--- src/rtl/bus_keyboard_fifo_controller.sv ---
// Buffered PS/2 keyboard controller on the ECO32 I/O bus: deserialises device-to-host frames,
// checks framing/parity and queues received bytes in a FIFO read through a small register set.
module bus_keyboard_fifo_controller #(
    parameter int unsigned FIFO_DEPTH_LOG2 = 4,
    parameter int unsigned TIMEOUT_CYCLES  = 50000
) (
    input  logic       clock,
    input  logic       reset,
    input  logic       busEnable,
    input  logic       busWrite,
    input  logic [3:2] busAddress,
    input  logic [7:0] busWriteData,
    output logic [7:0] busReadData,
    output logic       busWait,
    output logic       interrupt,
    input  logic       ps2Clock,
    input  logic       ps2Data
);

    localparam int unsigned Depth      = 2 ** FIFO_DEPTH_LOG2;
    localparam int unsigned CountWidth = FIFO_DEPTH_LOG2 + 1;
    localparam int unsigned TimerWidth = $clog2(TIMEOUT_CYCLES);

    typedef enum logic [1:0] {StIdle, StData, StParity, StStop} rxState_e;

    logic [1:0] clockSync, dataSync;
    logic       clockPrev, fallEdge, edgeData;

    rxState_e   state, stateNext;
    logic [7:0] shiftReg, shiftNext;
    logic [2:0] bitCount, bitCountNext;
    logic       parityBit, parityNext;
    logic       pushReq, pushNext;
    logic       rxError, timeoutHit;
    logic [TimerWidth-1:0] timer;

    logic [7:0]                 mem [Depth];
    logic [FIFO_DEPTH_LOG2-1:0] wrPtr, rdPtr;
    logic [CountWidth-1:0]      count;
    logic [7:0]                 countWide, effThreshold, threshold;
    logic                       interruptEnable, overrun, frameError;
    logic                       notEmpty, full, ctrlWrite, threshWrite, pop, push, flush, overrunSet;
    logic                       unusedBits;

    // Edge is registered once more so the data sample lines up with it.
    always_ff @(posedge clock or negedge reset) begin
        if (!reset) begin
            clockSync <= 2'b00;
            dataSync  <= 2'b00;
            clockPrev <= 1'b0;
            fallEdge  <= 1'b0;
            edgeData  <= 1'b0;
        end else begin
            clockSync <= {clockSync[0], ps2Clock};
            dataSync  <= {dataSync[0], ps2Data};
            clockPrev <= clockSync[1];
            fallEdge  <= clockPrev & ~clockSync[1];
            edgeData  <= dataSync[1];
        end
    end

    always_ff @(posedge clock or negedge reset) begin
        if (!reset) begin
            timer <= '0;
        end else if (fallEdge || state == StIdle) begin
            timer <= '0;
        end else begin
            timer <= timer + 1'b1;
        end
    end

    assign timeoutHit = (state != StIdle) && !fallEdge &&
                        (timer == TimerWidth'(TIMEOUT_CYCLES - 1));

    always_ff @(posedge clock or negedge reset) begin
        if (!reset) begin
            state     <= StIdle;
            shiftReg  <= 8'h00;
            bitCount  <= 3'd0;
            parityBit <= 1'b0;
            pushReq   <= 1'b0;
        end else begin
            state     <= stateNext;
            shiftReg  <= shiftNext;
            bitCount  <= bitCountNext;
            parityBit <= parityNext;
            pushReq   <= pushNext;
        end
    end

    always_comb begin
        stateNext    = state;
        shiftNext    = shiftReg;
        bitCountNext = bitCount;
        parityNext   = parityBit;
        pushNext     = 1'b0;
        rxError      = 1'b0;
        if (fallEdge) begin
            case (state)
                StIdle: begin
                    if (!edgeData) begin
                        stateNext    = StData;
                        bitCountNext = 3'd0;
                    end
                end
                StData: begin
                    shiftNext    = {edgeData, shiftReg[7:1]};
                    bitCountNext = bitCount + 3'd1;
                    if (bitCount == 3'd7) stateNext = StParity;
                end
                StParity: begin
                    parityNext = edgeData;
                    stateNext  = StStop;
                end
                default: begin
                    // Odd parity across data plus parity bit, stop bit must be high.
                    if (edgeData && (^{shiftReg, parityBit})) pushNext = 1'b1;
                    else                                     rxError  = 1'b1;
                    stateNext = StIdle;
                end
            endcase
        end else if (timeoutHit) begin
            stateNext = StIdle;
            rxError   = 1'b1;
        end
    end

    assign notEmpty    = (count != '0);
    assign full        = (count == CountWidth'(Depth));
    assign ctrlWrite   = busEnable && busWrite && (busAddress == 2'd0);
    assign threshWrite = busEnable && busWrite && (busAddress == 2'd3);
    assign pop         = busEnable && !busWrite && (busAddress == 2'd1) && notEmpty;
    assign flush       = ctrlWrite && busWriteData[4];
    assign push        = pushReq && !flush && (!full || pop);
    assign overrunSet  = pushReq && !flush && full && !pop;
    assign unusedBits  = ^{busWriteData[7:5], busWriteData[0]};

    always_ff @(posedge clock) begin
        if (push) mem[wrPtr] <= shiftReg;
    end

    always_ff @(posedge clock or negedge reset) begin
        if (!reset) begin
            wrPtr <= '0;
            rdPtr <= '0;
            count <= '0;
        end else if (flush) begin
            rdPtr <= wrPtr;
            count <= '0;
        end else begin
            if (push) wrPtr <= wrPtr + 1'b1;
            if (pop)  rdPtr <= rdPtr + 1'b1;
            if (push && !pop)      count <= count + 1'b1;
            else if (pop && !push) count <= count - 1'b1;
        end
    end

    // A set event in the same cycle as its clear keeps the flag high.
    always_ff @(posedge clock or negedge reset) begin
        if (!reset) begin
            interruptEnable <= 1'b0;
            overrun         <= 1'b0;
            frameError      <= 1'b0;
            threshold       <= 8'd1;
        end else begin
            if (ctrlWrite)   interruptEnable <= busWriteData[1];
            if (threshWrite) threshold       <= busWriteData;
            overrun    <= overrunSet | (overrun & ~(ctrlWrite & busWriteData[2]));
            frameError <= rxError | (frameError & ~(ctrlWrite & busWriteData[3]));
        end
    end

    assign countWide    = 8'(count);
    assign effThreshold = (threshold == 8'd0) ? 8'd1 : threshold;
    assign interrupt    = interruptEnable &
                          ((countWide >= effThreshold) | overrun | frameError);
    assign busWait      = 1'b0;

    always_comb begin
        busReadData = 8'h00;
        case (busAddress)
            2'd0:    busReadData = {4'b0000, frameError, overrun, interruptEnable, notEmpty};
            2'd1:    busReadData = notEmpty ? mem[rdPtr] : 8'h00;
            2'd2:    busReadData = countWide;
            default: busReadData = threshold;
        endcase
    end

endmodule

--- config.mk ---
export PLATFORM = sky130hd
export DESIGN_NAME = bus_keyboard_fifo_controller
export DESIGN_NICKNAME = d
export VERILOG_FILES = /design/src/rtl/bus_keyboard_fifo_controller.sv
export SDC_FILE = /design/constraint.sdc
export NUM_CORES = 1
export LEC_CHECK = 0
export ABC_AREA = 1
export BUFFER_PORTS_ARGS = -buffer_cell sky130_fd_sc_hd__buf_2
export CORE_MARGIN = 4
export CORE_UTILIZATION = 55
export DETAILED_ROUTE_END_ITERATION = 7
export PLACE_DENSITY = 0.72
export REMOVE_ABC_BUFFERS = 1
export SYNTH_ARGS = -nofsm -noshare
export SYNTH_HDL_FRONTEND = slang
export SYNTH_SLANG_ARGS = --single-unit
--- constraint.sdc ---
create_clock -name clock -period 6 [get_ports clock]
set_clock_uncertainty 0.1 [all_clocks]
set_input_delay 0 -clock clock [delete_from_list [all_inputs] [get_ports clock]]
set_output_delay 0 -clock clock [all_outputs]
set_load 0.02 [all_outputs]
==> results of run 1 <==
## synthesized netlist by cell type, drive strengths merged
| master | number |
|---|---|
| xor2 | 10 |
| a32o | 2 |
| dfrtp | 61 |
| nor4 | 2 |
| nand2 | 215 |
| o211ai | 15 |
| nor2 | 113 |
| nor3 | 6 |
| nand4 | 9 |
| o21bai | 1 |
| a22oi | 1 |
| conb | 1 |
| o41ai | 1 |
| inv | 77 |
| a31oi | 4 |
| dfstp | 1 |
| o21ai | 70 |
| xnor2 | 5 |
| edfxtp | 128 |
| ha | 21 |
| fa | 1 |
| clkbuf | 5 |
| a21oi | 19 |
| a221oi | 2 |
| o221ai | 1 |
| buf | 24 |
| nand3b | 1 |
| nand3 | 71 |
| clkinv | 1 |
## routing by layer
metal	global-route usage	up-vias	routed length [um]
li1	-	3016	-
met1	0.3137	2919	8327
met2	0.3626	254	9088
met3	0.04116	33	1401
met4	0.08686	0	408
met5	0	-	0
## tightest hold or removal path: cells and delay by family
| kind | cells | cell delay [ns] |
|---|---|---|
| simple gates | 3 | 0.27 |
| compound gates | 1 | 0.13 |
| buf+inv | 1 | 0.14 |
## power groups by stage
stage	Sequential [uW]	Combinational, uW	Clock, uW
2_1_floorplan	1690	676	0
3_3_place_gp	1690	1000	0
3_5_place_dp	1700	1020	0
4_1_cts	1670	1050	1060
5_1_grt	1690	1200	1110
6_report	1670	1060	1040
## sequential cells by signal (all words and copies together), names as in the netlist, 2 cells and up
name	flops
mem	128
timer	16
shiftReg	8
threshold	8
count	5
rdPtr	4
wrPtr	4
bitCount	3
clockSync	2
dataSync	2
state	2
## kinds of logic after synthesis
group / synth area share
AO/OA/AOI/OAI: 0.07526
XOR/XNOR: 0.01514
adder cells (fa/ha/maj): 0.03258
buffers and inverters: 0.05075
flip-flops: 0.6218
other: 0.0004321
AND/OR/NAND/NOR: 0.2040
## final cells by class
| class | instances | area (um2) | area share |
|---|---|---|---|
| flip-flops and latches | 190 | 5398 | 0.5511 |
| multi-input cells | 571 | 2841 | 0.2901 |
| clock buffers | 21 | 481.7 | 0.04918 |
| repair buffers | 58 | 452.9 | 0.04624 |
| inverters | 78 | 292.8 | 0.02989 |
| well taps | 211 | 264.0 | 0.02695 |
| clock inverters | 11 | 63.81 | 0.006515 |
## final timing paths
kind | start | slack [ns] | cells past startpoint | end
worst min-delay path | busAddress[2] | 0.06 | 5 | rdPtr[3]$_DFFE_PN0P_
worst max-delay path | rdPtr[0]$_DFFE_PN0P_ | 2.83 | 11 | busReadData[1]
worst min register to register | dataSync[1]$_DFF_PN0_ | 0.25 | 0 | edgeData$_DFF_PN0_
max in group asynchronous | reset | 5.07 | 3 | rdPtr[0]$_DFFE_PN0P_
worst max register to register | count[1]$_DFFE_PN0P_ | 3.48 | 8 | mem[4][3]$_DFFE_PP_
min in group asynchronous | reset | 0.16 | 3 | threshold[1]$_DFFE_PN0P_
## per-stage QoR
step                      hold WS (ns)  setup WS [ns]  instance area, um2
after floorplan                -0.3956          3.180                8531
after global placement        0.008157          3.342                8939
after detailed placement      0.009674          3.299                8939
after CTS                      0.04090          2.820                9794
after global routing           0.08686          2.586                9794
final                          0.05968          2.829                9794
==> flow_summary_export.csv, run 1 <==
group,metric,value,unit
worst_hold_path,worst_hold_path_type,"input pin to register",
synthesis,syn_area,8678,um2
setup_path,cp-start-kind,"register",
setup_path,slowest_stage,"inv_2",
drt,drc_errors,0,
clocking,cts_tree,"done",
die,pin_count,26,
power,clkPwrFrac,0.276,
synthesis,syn_inst,868,
finish,final_layout_size_suffix_gt1_frac,0.09580,
sta,worst_slew_pin_slew,1.125,ns
setup_path,cp.required,5.90,ns
die,start_util,0.5667,
synthesis,synth_seq_area_share,0.6218,
clocking,cts.sinks,190,
power,power.leakage,0.004036,uW
setup_path,slowest_delay,0.89,ns
clocking,holdBufCountCts,31,
sta,setup_violations,0,
synthesis,yosys_warnings,0,
sta,setup_tns,0,ns
finish,area_growth,12.86,%
finish,finalNonFillerCells,1140,
clocking,cts_setup_buffers,0,
drt,ant_nets,0,
global_routing,grt_pass1_wl,31460,um
setup_path,path_cells,"buf_4 > inv_2 > nand2_1 > nand2_1 > nand2_1 > nand3_1 > nand3_1 > nand2_1 > nand2_1 > a21oi_1 > buf_2",
clocking,clkTransAtPathRegs,0.07,ns
finish,final_cell_mix,"205 x nand2_1, 128 x edfxtp_1, 105 x nor2_1",
power,p_comb_frac,0.281,
drt,vias,6222,
power,p_sw,1331,uW
sta,timing.slew.headroom,0.2470,
sta,hold_viol,0,
setup_path,worst_ep_arrival_time,3.07,ns
sta,period_share,0.5286,
die,core_area,15310,um2
setup_path,setup.worst_path.end_class,"output port",
global_routing,gr-usage-all-layers,0.2272,
global_routing,grt_antenna_before_repair,0,
sta,fmax,315.3,MHz
die,die_x,133.6,um
drt,firstDrtPassIters,5,
power,ir_drop,0.0002213,V
finish,antenna_cells,0,
die,rows,45,
placement,io_buffer_count,24,
synthesis,synth_top_area_frac,0.4429,
power,pwr-share-seq,0.443,
sta,fin_crit,3.172,ns
global_routing,grt_max_degree,72,
setup_path,critical_path_class,"register to output port",
clocking,ctsResizeCount,0,
placement,place_inst,1077,
synthesis,yosys.area.top_type,"edfxtp_1",
drt,drt_iter0_drc,602,
setup_path,crit_family,"buffers and inverters",
sta,maxSlewViolCount,0,
clocking,clockBufferDepth,2,
sta,rsz0062_at_grt,"no",
setup_path,critical_path_buf_inv_count,3,
global_routing,grt_pass1_vias,6056,
power,power_density,385.2,nW/um2
clocking,cts_root_buf,"clkbuf_16",
synthesis,postSynthAreaPerCell,9.998,um2
synthesis,synthTopCellsByArea,"edfxtp_1 44%, dfrtp_1 18%, nand2_1 8.9%, nor2_1 4.5%, nand3_1 3.9%",
drt,vias_per_cell,5.458,
finish,fillers,1180,
finish,final_util,0.6395,
finish,final_common_cell,"nand2_1",
drt,wl_per_cell,16.86,um
synthesis,ys_ff_latch,190,
clocking,clk_latency,0.43,ns
power,power,3773,uW
placement,post-dp-hpwl,11810,um
run_status,outcome,"complete, no violations",
synthesis,yosysUniqueCellTypes,38,
clocking,cts_made_buffers,17,
global_routing,grt_overflow_total,0,
power,swShare,0.3529,
die,dieArea,17850,um2
power,intPower,2441,uW
drt,totalWireLength,19230,um
setup_path,cpMostUsedCell,"nand2_1",
clocking,h-tree-depth,4,
finish,nNetsFinal,954,
die,fp.dieH,133.6,um
setup_path,path_max_fanout,71,
placement,place_congestion,0.8727,
job,maxCapViolations,0,
Note: power is estimated with default switching activity, not from simulation.
==> run 2, diff against run 1 <==
==> constraint.sdc (replaced) <==
create_clock -name clock -period 3.31 [get_ports clock]
set_clock_uncertainty 0.1 [all_clocks]
set_input_delay 0 -clock clock [delete_from_list [all_inputs] [get_ports clock]]
set_output_delay 0 -clock clock [all_outputs]
set_load 0.02 [all_outputs]
==> flow_summary_export.csv, run 2 (synthesis gave the netlist of run 1 again) <==
group,metric,value,unit
run_status,outcome,"complete, no violations",
global_routing,gr-usage-all-layers,0.2281,
power,power_density,712.5,nW/um2
power,power.leakage,0.004085,uW
placement,place_area,9011,um2
setup_path,path_cells,"dlygate4sd3_1 > buf_2 > nand2_1 > dlygate4sd3_1 > nor2_2 > nand2_1 > dlygate4sd3_1 > o21ai_0 > dlygate4sd3_1",
finish,largest_reg_flops,128,
power,ir_drop,0.0005060,V
finish,reg.largest.list,"mem (128), timer (16)",
drt,firstDrtPassIters,6,
global_routing,grt_pass1_wl,31530,um
global_routing,grt_antenna_before_repair,0,
power,p_sw,2512,uW
die,rows,45,
power,power,7039,uW
sta,fmax,354.1,MHz
setup_path,cp.required,3.58,ns
global_routing,grt_overflow_total,0,
clocking,ctsResizeCount,0,
power,clkPwrFrac,0.279,
drt,drc_errors,0,
setup_path,slowest_delay,0.59,ns
sta,fin_crit,2.824,ns
sta,worst_slew_pin_slew,0.9208,ns
power,intPower,4527,uW
setup_path,critical_path_buf_inv_count,5,
sta,setup_tns,0,ns
clocking,clockBufferDepth,2,
drt,vias_per_cell,5.513,
setup_path,path_max_fanout,16,
setup_path,worst_ep_arrival_time,3.10,ns
drt,drt_iter0_drc,638,
finish,antenna_cells,0,
die,pin_count,26,
setup_path,cpMostUsedCell,"dlygate4sd3_1",
sta,rsz0062_at_grt,"no",
sta,setup_violations,0,
finish,area_growth,13.84,%
worst_hold_path,worst_hold_path_type,"input pin to async pin",
clocking,cts_tree,"done",
setup_path,cp-start-kind,"input pin",
die,fp.dieH,133.6,um
drt,totalWireLength,19380,um
finish,final_common_cell,"nand2_1",
sta,maxSlewViolCount,0,
power,swShare,0.3569,
global_routing,grt_max_degree,71,
placement,io_buffer_count,24,
clocking,h-tree-depth,4,
setup_path,critical_path_class,"input pin to register",
clocking,holdBufCountCts,30,
die,start_util,0.5667,
drt,vias,6323,
clocking,cts.sinks,190,
die,dieArea,17850,um2
clocking,cts_root_buf,"clkbuf_16",
power,pwr-share-seq,0.415,
finish,final_cell_mix,"205 x nand2_1, 128 x edfxtp_1, 105 x nor2_1",
sta,hold_viol,0,
drt,ant_nets,0,
finish,final_util,0.6451,
placement,post-dp-hpwl,12420,um
job,maxCapViolations,0,
setup_path,slowest_stage,"dlygate4sd3_1",
clocking,cts_made_buffers,17,
sta,timing.slew.headroom,0.3841,
finish,regMostFlops,"mem",
clocking,cts_setup_buffers,0,
sta,period_share,0.8532,
die,core_area,15310,um2
die,die_x,133.6,um
clocking,clkTransAtPathRegs,0.07,ns
clocking,clk_latency,0.43,ns
power,p_comb_frac,0.306,
sta,hold_slack,0.02740,ns
placement,place_congestion,0.8616,
setup_path,crit_family,"buffers and inverters",
finish,final_layout_size_suffix_gt1_frac,0.1047,
finish,final_cell_area,9879,um2
drt,wl_per_cell,16.90,um
setup_path,setup.worst_path.end_class,"register",
global_routing,grt_pass1_vias,6124,
finish,nNetsFinal,961,
[run 2: cell types whose count changed in the layout (fill, tap and decap cells not counted), moves of 2 or more]
cell / previous run / this run
buf_4: 3 / 10
clkinv_2: 8 / 2
clkinv_4: 1 / 3
clkbuf_2: 0 / 2
inv_4: 1 / 3
[run 2: through the flow]
step                std cells  setup WS [ns]
floorplan                 839         0.4902
global placement         1085          1.117
detailed placement       1085          1.053
CTS                      1147         0.6143
global route             1147         0.3465
finish                   1147         0.4860
[run 2: layout make-up]
type                            instances  area, um2
Timing Repair Buffer                   65      515.5
Sequential cell                       190       5398
Inverter                               78      292.8
Fill cell                            1213       5435
Tap cell                              211      264.0
Clock buffer                           21      462.9
Multi-Input combinational cell        571       2841
Clock inverter                         11      105.1
[run 2: worst paths after layout]
| check | slack, ns | depth (start not counted) | endpoint | from |
|---|---|---|---|---|
| setup / recovery | 0.49 | 9 | threshold[7]$_DFFE_PN0P_ | busWrite |
| hold / removal | 0.03 | 2 | threshold[0]$_DFFE_PN1P_ | reset |
| setup reg to reg | 1.02 | 11 | count[4]$_DFFE_PN0P_ | count[1]$_DFFE_PN0P_ |
| hold reg to reg | 0.25 | 0 | edgeData$_DFF_PN0_ | dataSync[1]$_DFF_PN0_ |
| max in group asynchronous | 1.74 | 3 | wrPtr[1]$_DFFE_PN0P_ | reset |
| min in group clock | 0.03 | 5 | rdPtr[3]$_DFFE_PN0P_ | busAddress[2] |
[run 2: per-layer routing]
metal  vias to the layer above  GRT usage  wire length (um)
met5                         -          0                 0
met4                         0    0.06857               285
met3                        28    0.04721              1297
met2                       211     0.3705              9495
met1                      3042     0.3130              8304
li1                       3042          -                 -
[run 2: power by group through the flow]
stage | clock, uW | combinational (uW) | sequential [uW]
floorplan | 0 | 1220 | 3060
global placement | 0 | 2060 | 2950
detailed placement | 0 | 2090 | 2960
CTS | 1990 | 2150 | 2910
global route | 2100 | 2410 | 2940
finish | 1960 | 2150 | 2920
==> run 3, diff against run 2 <==
==> constraint.sdc (replaced) <==
create_clock -name clock -period 2.97 [get_ports clock]
set_clock_uncertainty 0.1 [all_clocks]
set_input_delay 0 -clock clock [delete_from_list [all_inputs] [get_ports clock]]
set_output_delay 0 -clock clock [all_outputs]
set_load 0.02 [all_outputs]
==> flow_summary_export.csv, run 3 (synthesis gave the netlist of run 1 again) <==
group,metric,value,unit
clocking,cts_root_buf,"clkbuf_16",
placement,place_area,9056,um2
worst_hold_path,worst_hold_path_type,"input pin to register",
setup_path,critical_path_buf_inv_count,5,
drt,vias,6281,
finish,regMostFlops,"mem",
die,die_x,133.6,um
drt,vias_per_cell,5.443,
finish,final_common_cell,"nand2_1",
setup_path,worst_ep_arrival_time,3.02,ns
finish,final_util,0.6475,
die,rows,45,
setup_path,cp-start-kind,"input pin",
setup_path,setup.worst_path.end_class,"register",
drt,drc_errors,0,
setup_path,critical_path_class,"input pin to register",
drt,firstDrtPassIters,5,
sta,timing.slew.headroom,0.4291,
global_routing,grt_max_degree,71,
job,maxCapViolations,0,
power,clkPwrFrac,0.271,
sta,setup_violations,0,
setup_path,path_max_fanout,16,
power,intPower,4959,uW
power,power_density,784.7,nW/um2
placement,post-dp-hpwl,12520,um
clocking,clockBufferDepth,2,
sta,finalWorstSetupSlack,0.2265,ns
finish,antenna_cells,0,
finish,largest_reg_flops,128,
drt,ant_nets,0,
clocking,cts_made_buffers,17,
setup_path,path_cells,"dlygate4sd3_1 > buf_2 > nand2_1 > dlygate4sd3_1 > nor2_4 > nand2_1 > dlygate4sd3_1 > o21ai_0 > dlygate4sd3_1",
power,ir_drop,0.0004906,V
finish,final_layout_size_suffix_gt1_frac,0.1103,
global_routing,grt_pass1_vias,5970,
sta,hold_viol,0,
sta,worst_slew_pin_slew,0.8563,ns
global_routing,grt_antenna_before_repair,0,
die,core_area,15310,um2
power,p_comb_frac,0.316,
setup_path,cpMostUsedCell,"dlygate4sd3_1",
finish,final_cell_mix,"205 x nand2_1, 128 x edfxtp_1, 105 x nor2_1",
finish,reg.largest.list,"mem (128), timer (16)",
clocking,cts.sinks,190,
sta,fin_crit,2.744,ns
global_routing,grt_overflow_total,0,
setup_path,cp.required,3.25,ns
placement,preCtsSetupSlack,0.7407,ns
clocking,clk_latency,0.43,ns
power,pwr-share-seq,0.413,
clocking,cts_tree,"done",
sta,hold_slack,0.03793,ns
placement,place_congestion,0.8579,
finish,area_growth,14.27,%
power,power.leakage,0.004106,uW
power,swShare,0.3628,
die,fp.dieH,133.6,um
sta,setup_tns,0,ns
placement,io_buffer_count,24,
die,dieArea,17850,um2
drt,wl_per_cell,16.88,um
global_routing,gr-usage-all-layers,0.2253,
power,p_sw,2823,uW
setup_path,slowest_stage,"dlygate4sd3_1",
sta,rsz0062_at_grt,"no",
sta,maxSlewViolCount,0,
finish,nNetsFinal,968,
setup_path,crit_family,"buffers and inverters",
drt,totalWireLength,19480,um
clocking,clkTransAtPathRegs,0.07,ns
sta,fmax,364.5,MHz
run_status,outcome,"complete, no violations",
global_routing,grt_pass1_wl,30950,um
finish,final_cell_area,9917,um2
sta,period_share,0.9237,
die,pin_count,26,
drt,drt_iter0_drc,650,
setup_path,slowest_delay,0.62,ns
clocking,h-tree-depth,4,
die,start_util,0.5667,
-- run 3: cell count changes in the layout (fill, tap and decap cells not counted), sizes merged --
cell,change
clkbuf,-3
buf,+6
bufinv,-1
inv,+4
dlygate4sd3,+1
-- run 3: final timing paths --
kind	from	end	cells after the start	slack [ns]
setup / recovery	busWrite	threshold[0]$_DFFE_PN1P_	9	0.23
max in group asynchronous	reset	timer[5]$_DFF_PN0_	3	1.94
hold reg to reg	clockSync[0]$_DFF_PN0_	clockSync[1]$_DFF_PN0_	0	0.25
setup reg to reg	count[0]$_DFFE_PN0P_	count[4]$_DFFE_PN0P_	11	0.71
min in group asynchronous	reset	threshold[7]$_DFFE_PN0P_	2	0.12
hold / removal	busAddress[2]	rdPtr[3]$_DFFE_PN0P_	5	0.04
-- run 3: stage by stage --
stage	power [uW]	cells
2_1_floorplan	4773	839
3_3_place_gp	5609	1091
3_5_place_dp	5638	1091
4_1_cts	7774	1154
5_1_grt	8232	1154
6_report	7782	1154
-- run 3: final cells by class --
type	instances	area [um2]
clock buffer	18	439.2
multi-input combinational	571	2846
inverter	78	292.8
timing repair buffer	72	570.5
fill	1209	5398
clock inverter	14	106.4
tap	211	264.0
sequential	190	5398
-- run 3: worst min-delay path, cell delays in order --
cell and delay, ns:
buf_2 0.14, nand2_1 0.08, nor2_2 0.05, nand2_2 0.12, o221ai_1 0.13
-- run 3: power by group through the flow --
| stage | logic (uW) | clock network (uW) | registers, uW |
|---|---|---|---|
| final | 2460 | 2110 | 3220 |
| after global routing | 2750 | 2250 | 3240 |
| after CTS | 2430 | 2130 | 3210 |
| after detailed placement | 2370 | 0 | 3270 |
| after global placement | 2350 | 0 | 3260 |
| after floorplan | 1360 | 0 | 3410 |
-- run 3: layer usage --
metal  vias up  wire (um)  global-route usage
met2       224       9309              0.3609
met3        21       1318             0.04721
li1       3043          -                   -
met5         -          0                   0
met1      2993       8546              0.3119
met4         0        309             0.07143
-- run 3: timing repair --
item / CTS / global route
setup endpoints to repair: 0 / 4
hold buffers: 31 / 0
gates resized for setup: 0 / 1
hold endpoints to repair: 55 / 0
setup buffers: 0 / 0
